File: src/rtl/sig_control_param.sv
// Highway / country-road traffic-light controller with a maintenance flash mode.
// The phase durations come from the cycle parameters. A single TW-bit dwell
// timer is shared by all phases.
//
// Ports:
//   clock   - single clock, rising edge
//   clear   - synchronous active-high reset
//   sensor  - a vehicle is waiting on the country road
//   flash   - level-sensitive request for maintenance flash mode
//   hwy     - highway light   (RED=0, YELLOW=1, GREEN=2, OFF=3)
//   cntry   - country light   (same encoding as hwy)
//   state_o - current state code, S0..S5
module sig_control_param #(
   parameter int unsigned Y2R_CYCLES      = 3,
   parameter int unsigned R2G_CYCLES      = 2,
   parameter int unsigned MIN_GREEN       = 4,
   parameter int unsigned MAX_CNTRY_GREEN = 8,
   parameter int unsigned TW              = 8
) (
   input  logic       clock,
   input  logic       clear,
   input  logic       sensor,
   input  logic       flash,
   output logic [1:0] hwy,
   output logic [1:0] cntry,
   output logic [2:0] state_o
);

   typedef enum logic [2:0] {
      S0 = 3'd0,  // highway green,  country red
      S1 = 3'd1,  // highway yellow, country red
      S2 = 3'd2,  // all red
      S3 = 3'd3,  // highway red,    country green
      S4 = 3'd4,  // highway red,    country yellow
      S5 = 3'd5   // maintenance flash
   } state_t;

   localparam logic [1:0] RED    = 2'd0;
   localparam logic [1:0] YELLOW = 2'd1;
   localparam logic [1:0] GREEN  = 2'd2;
   localparam logic [1:0] OFF    = 2'd3;

   // Last timer value of each timed phase
   localparam logic [TW-1:0] MIN_GREEN_LAST = TW'(MIN_GREEN - 1);
   localparam logic [TW-1:0] Y2R_LAST       = TW'(Y2R_CYCLES - 1);
   localparam logic [TW-1:0] R2G_LAST       = TW'(R2G_CYCLES - 1);
   localparam logic [TW-1:0] MAX_CG_LAST    = TW'(MAX_CNTRY_GREEN - 1);
   localparam logic [TW-1:0] TIMER_MAX      = '1;

   state_t          r_state;
   state_t          w_next;
   logic [TW-1:0]   r_timer;
   logic            r_phase;

   // Next-state logic. Flash overrides every normal transition.
   always_comb begin
      w_next = r_state;
      if (flash) begin
         w_next = S5;
      end else begin
         unique case (r_state)
            S0: if (sensor && (r_timer >= MIN_GREEN_LAST)) w_next = S1;
            S1: if (r_timer == Y2R_LAST)                   w_next = S2;
            S2: if (r_timer == R2G_LAST)                   w_next = S3;
            S3: if (!sensor || (r_timer == MAX_CG_LAST))   w_next = S4;
            S4: if (r_timer == Y2R_LAST)                   w_next = S0;
            S5: w_next = S0;
            default: w_next = S0;  // unused codes 6 and 7 recover to S0
         endcase
      end
   end

   // State, dwell timer and flash phase. Clear takes priority over everything.
   always_ff @(posedge clock) begin
      if (clear) begin
         r_state <= S0;
         r_timer <= '0;
         r_phase <= 1'b0;
      end else begin
         r_state <= w_next;

         // The timer restarts on every state change and otherwise saturates.
         if (w_next != r_state) begin
            r_timer <= '0;
         end else if (r_timer != TIMER_MAX) begin
            r_timer <= r_timer + TW'(1);
         end

         // The flash phase starts at 0 on entry and alternates while in flash mode.
         if ((w_next == S5) && (r_state == S5)) begin
            r_phase <= ~r_phase;
         end else begin
            r_phase <= 1'b0;
         end
      end
   end

   // Light decode depends only on registered state and phase.
   always_comb begin
      hwy   = RED;
      cntry = RED;
      unique case (r_state)
         S0: hwy   = GREEN;
         S1: hwy   = YELLOW;
         S2: ;
         S3: cntry = GREEN;
         S4: cntry = YELLOW;
         S5: begin
            hwy   = r_phase ? OFF : YELLOW;
            cntry = r_phase ? OFF : RED;
         end
         default: ;
      endcase
   end

   assign state_o = 3'(r_state);

endmodule

File: config.mk
export PLATFORM = sky130hd
export DESIGN_NAME = sig_control_param
export DESIGN_NICKNAME = d
export VERILOG_FILES = /design/src/rtl/sig_control_param.sv
export SDC_FILE = /design/constraint.sdc
export NUM_CORES = 1
export LEC_CHECK = 0
export ABC_CLOCK_PERIOD_IN_PS = 2600
export CAP_MARGIN = 40
export CORE_UTILIZATION = 55
export DETAILED_ROUTE_END_ITERATION = 8
export GPL_TIMING_DRIVEN = 0
export PLACE_DENSITY = 0.91
export REMOVE_ABC_BUFFERS = 1
export SYNTH_ARGS = -nofsm -noshare
export SYNTH_HDL_FRONTEND = slang
export SYNTH_SLANG_ARGS = --single-unit
File: constraint.sdc
create_clock -name clock -period 2.6 [get_ports clock]
set_input_delay 0.52 -clock clock [delete_from_list [all_inputs] [get_ports clock]]
set_output_delay 0.52 -clock clock [all_outputs]
set_load 0.005 [all_outputs]
# Yosys cells after proc, flatten, opt, wreduce, memory -nomap -nowiden
# Index checks and enable logic that the tools add are counted.
# word_totals
word_cells,36
input_bits,4
ff_bits,12
out_inout_bits,7
# op_classes
order_cmp,1
bitwise_logic,2
muxes,11
n_eq_ne,11
reduce_logical,7
add_sub_neg,1
# op_table
cell,n
2-to-1 mux 3 bit,6
one-hot mux 3 bit (5 select lines),1
one-hot mux 2 bit (3 select lines),2
"equality test 3 bit, second input constant",3
"adder 8 x 1 -> 8 bit, second input constant",1
"equality test 8 x 1 -> 1 bit, second input constant",1
"equality test 8 x 2 -> 1 bit, second input constant",1
"equality test 8 x 3 -> 1 bit, second input constant",1
"greater-or-equal comparator 8 x 2 -> 1 bit, second input constant",1
"inequality test 8 bit, second input constant",1
"equality test 3 x 2 -> 1 bit, second input constant",2
2-to-1 mux 2 bit,2
OR reduction 2 bit,2
"equality test 3 x 1 -> 1 bit, second input constant",1
zero test 3 bit,1
inequality test 3 bit,1
logical AND 1 bit,2
inverter 1 bit,2
zero test 1 bit,1
logical OR 1 bit,1

# Depth between registers and ports, before layout
# Gate-level depths: netlist of run 1.
# depth
word_depth,9
depth_mapped,7
mapped_depth_nobuf,7

# Least setup slack after synthesis of run 1
# No wires, ideal clock.
# synth_path
path_type,register to output
startpoint,"register r_state[2], in the netlist state_o[2]"
endpoint,output cntry[1]
path_stages_with_launch,5
t_required_ns,2.080
path_slack_ns,0.882
path_buffers,1
arrival_time_ns,1.198
cell_sequence,dfxtp_1 > clkbuf_1 > nand2b_1 > or2_2 > a21boi_0
# synth_between
elab_chain_len,2
elab_cells_between_ends,4
cone_classes,eq/ne (3); mux (1)
# synth_lines
item,line_no,text
"start, declared",50,state_t r_state;
"start signal, assigned",80,r_state <= w_next;
equality test 3 bit or equality test 3 x 2 -> 1 bit (tied branches),102,unique case (r_state)
one-hot mux 2 bit (3 select lines) *,102,
"end, declared",25,"output logic [1:0] cntry,"
# Every way passes the cells marked *; elsewhere a longest branch is shown, timed or not.

# Worst setup path in the final report of run 1
# layout_path
startpoint,"register r_state[1], in the netlist state_o[1]"
endpoint,output cntry[1]
# The elaborated chain is that of the path after synthesis.

==> impl_summary.txt, run 1 <==
----------------------------------------------------
[Placement]
  Weighted congestion at the end of routability-driven global placement ... 0.8044
  Placed Area ... a little under 900 µm²
  Number of buffer cells added on primary ports ... 10
  HPWL after detailed placement ... 1289 µm

[Yosys]
  Number of synthesized flops with an enable pin ... 0
  Count of distinct cell types in the synthesized netlist ... 43
  Post-synth ARST share ... 0
  Average size of a mapped cell ... ~8.4 µm²
  Post-Syn Instances ... 96
  Yosys synthesis warning count ... 0
  Cell type contributing the most total cell area after synthesis ... sky130_fd_sc_hd__dfxtp_1
  Dominant register cell in the synthesized netlist ... sky130_fd_sc_hd__dfxtp_1
  Synthesis-stage register bit count ... 12
  Top cells by area, synth ... sky130_fd_sc_hd__dfxtp_1, sky130_fd_sc_hd__nor4_1, sky130_fd_sc_hd__ha_1
  Proportion of netlist area held by the largest area contributor ... 0.2977
  Post-synthesis cell area ... about 810 µm²
  Part of the Yosys area used for sequential elements ... 0.2977

[Final layout]
  Highest-count cells in the layout ignoring fill and taps ... sky130_fd_sc_hd__dfxtp_1, sky130_fd_sc_hd__clkdlybuf4s50_1, sky130_fd_sc_hd__nor4_1, sky130_fd_sc_hd__nand2_1, sky130_fd_sc_hd__nor2_1
  Count of antenna diodes in the layout ... 0
  Commonest non-fill, non-tap cell in the layout ... sky130_fd_sc_hd__dfxtp_1
  Core occupancy in the finished layout ... 0.6970
  Total non-filler cell area in the finished layout ... between 900 and 1000 µm²
  Growth of design area from synthesis to finish ... 15.19%
  Net count of the finished layout ... 112
  Share of final-layout standard cells stronger than drive strength 1 ... 0.1250

[Worst setup path]
  Worst flop-to-flop path startpoint ... r_timer[0]
  Kind of end point of the critical path ... primary output
  Launching element type of the critical path ... register
  Largest fanout on the critical path ... 10
  Origin of the worst setup path ... state_o[1]
  Cell depth of the worst flop-to-flop path ... 6
  Endpoint of the lowest-slack register-to-register path ... r_timer[5]
  Required arrival time at the worst endpoint ... roughly 2.1 ns
  Critical path start-end classification ... register to primary output
  Critical path destination ... cntry[1]
  Arrival time at the worst endpoint ... ~1.9 ns
  R2R setup slack ... around 0.70 ns

[Floorplan]
  Row Count ... 13
  Effective utilization at floorplan ... 0.6051
  Top Ports ... 11
  Placeable core area ... ~1300 µm²
  Width of the die ... 40.31 µm
  Full die area ... about 1600 µm²
  Die H ... 40.31 µm

[Detailed routing]
  Via count of the routed design ... ~740
  Drt pass-1 iters ... 4
  Drc violations ... 0
  Drt wl/cell ... 14.58 µm
  Post-detailed-route count of antenna-violating nets ... 0
  Aggregate routed wire length ... 1735 µm
  Iteration-0 DRC Markers ... 18
  Via density per instance ... 6.252

[Timing]
  Worst Skew ... 0.002334 ns
  Setup repair after global routing missed its margin ... false
  Number of pins exceeding their max-slew limit in the final report ... 0
  Worst-case hold slack ... between 0.5 and 0.6 ns
  Relative max-transition margin ... 0.5540
  Transition time at the pin with the least slew margin ... around 0.67 ns
  Final cycle utilization of the critical path ... 0.9246
  Min Clock Period, post-route ... approximately 2.4 ns
  Final Hold Violating Endpoints ... 0
  Final setup violating endpoints ... 0
  Highest clock rate ... 416.0 MHz
  Sum of negative setup slack ... 0 ns

[Clock network]
  Clock tree from TritonCTS ... yes
  Later-pin clock latency in the skew report ... roughly 0.26 ns
  Clock tree sinks ... 12
  Number of hold-repair buffers added at the cts stage ... 0
  Maximum buffer depth of the clock tree ... 2
  Clock root cell ... sky130_fd_sc_hd__clkbuf_4
  CTS HTree Levels ... 1
  Clock-pin slew on the worst setup and hold paths ... around 0.080 ns
  CTS Buf Count ... 3

[Hold path]
  Hold/Removal Path Class ... register to register

[Power and ir drop]
  Worst IR drop on VDD ... 0.2936 mV
  Cell Pwr Density ... ~430 nW/µm²
  Leakage power figure ... 0.3178 nW
  Total design power ... roughly 400 µW

[GRT]
  Overall track demand over capacity in global routing ... 0.2402
  Number of antenna violations at the first check in global routing ... 0
  Wire length of the first global-routing pass ... between 2000 and 3000 µm
  Number of global-route vias before repair ... between 600 and 700
  GRT Residual Overflow ... 0
  Maximum number of pins on one net before global-route repair ... 15

[Run]
  Number of max-cap violations ... 0

[Status]
  Status ... complete, no violations

----------------------------------------------------
[cells by family after synthesis]
kind of cell / share of synthesized area
AOI/OAI and AO/OA: 0.1659
xor gates and xnor gates: 0.03256
adders and majority gates: 0.04652
buffers and inverters: 0.06046
DFF: 0.2977
muxes: 0.02636
and+or+nand+nor: 0.3705
[repair_timing]
| action | 4_1_cts | 5_1_grt |
|---|---|---|
| gates resized for setup | 0 | 1 |
| setup buffers | 0 | 0 |
| endpoints found under the setup margin | 0 | 1 |
[state kept, by name (all words and copies together), names as in the netlist]
register / count
r_phase: 1
r_timer: 8
state_o: 3
[through the flow]
stage               std cells  worst slack, ns
CTS                       119          0.07552
finish                    119           0.1960
detailed placement        115           0.3689
global route              119          0.08011
floorplan                  90           0.9229
global placement          115           0.4631
[worst min-delay path by stage]
stage | from | endpoint | cells after the start
2_1_floorplan | r_phase | r_phase | 3
3_3_place_gp | r_phase | r_phase | 3
3_5_place_dp | r_phase | r_phase | 3
4_1_cts | r_phase | r_phase | 3
5_1_grt | r_phase | r_phase | 3
6_report | state_o[2] | r_phase | 2
[final cells by class]
class | instances | area (µm²)
inverters | 4 | 15.01
well taps | 15 | 18.77
multi-input cells | 74 | 518.0
fillers | 105 | 404.1
clock buffers | 4 | 36.28
flip-flops and latches | 12 | 241.5
repair buffers | 10 | 100.1
[synth_stat cells (3+ instances only)]
cell,n
sky130_fd_sc_hd__nand2b_1,3
sky130_fd_sc_hd__inv_1,4
sky130_fd_sc_hd__nor4_1,8
sky130_fd_sc_hd__nor2b_1,4
sky130_fd_sc_hd__o21ai_0,3
sky130_fd_sc_hd__nand3_1,4
sky130_fd_sc_hd__ha_1,3
sky130_fd_sc_hd__a21oi_1,4
sky130_fd_sc_hd__nor2_1,5
sky130_fd_sc_hd__clkbuf_1,3
sky130_fd_sc_hd__nor3_1,3
sky130_fd_sc_hd__dfxtp_1,12
sky130_fd_sc_hd__nand2_1,5
[worst max-delay path, cell delays in order, from the launching register on]
cell and delay (ns):
sky130_fd_sc_hd__dfxtp_1 0.41, sky130_fd_sc_hd__nand2b_1 0.22, sky130_fd_sc_hd__or2_2 0.29, sky130_fd_sc_hd__a21boi_0 0.18
sky130_fd_sc_hd__clkdlybuf4s50_1 0.52
[power breakdown]
group | internal (mW) | switching [mW] | total [mW]
Clock | 0.0849 | 0.0612 | 0.146
Sequential | 0.188 | 0.0108 | 0.199
Combinational | 0.0304 | 0.0256 | 0.0560
Total | 0.304 | 0.0976 | 0.401
[per-layer routing]
metal / wire, µm / part of all wire / GRT usage
met4: 8 / 0.0046 / 0.04167
met3: 43 / 0.025 / 0.02222
met1: 812 / 0.47 / 0.3061
met2: 870 / 0.50 / 0.4395
met5: 0 / 0 / 0
Note: power is estimated with default switching activity, not from simulation.
==> run 2, diff against run 1 <==
Settings changed: ABC_AREA set to 0.
==> results of run 2 <==
Final layout, timing and power as in run 1 (identical DEF).
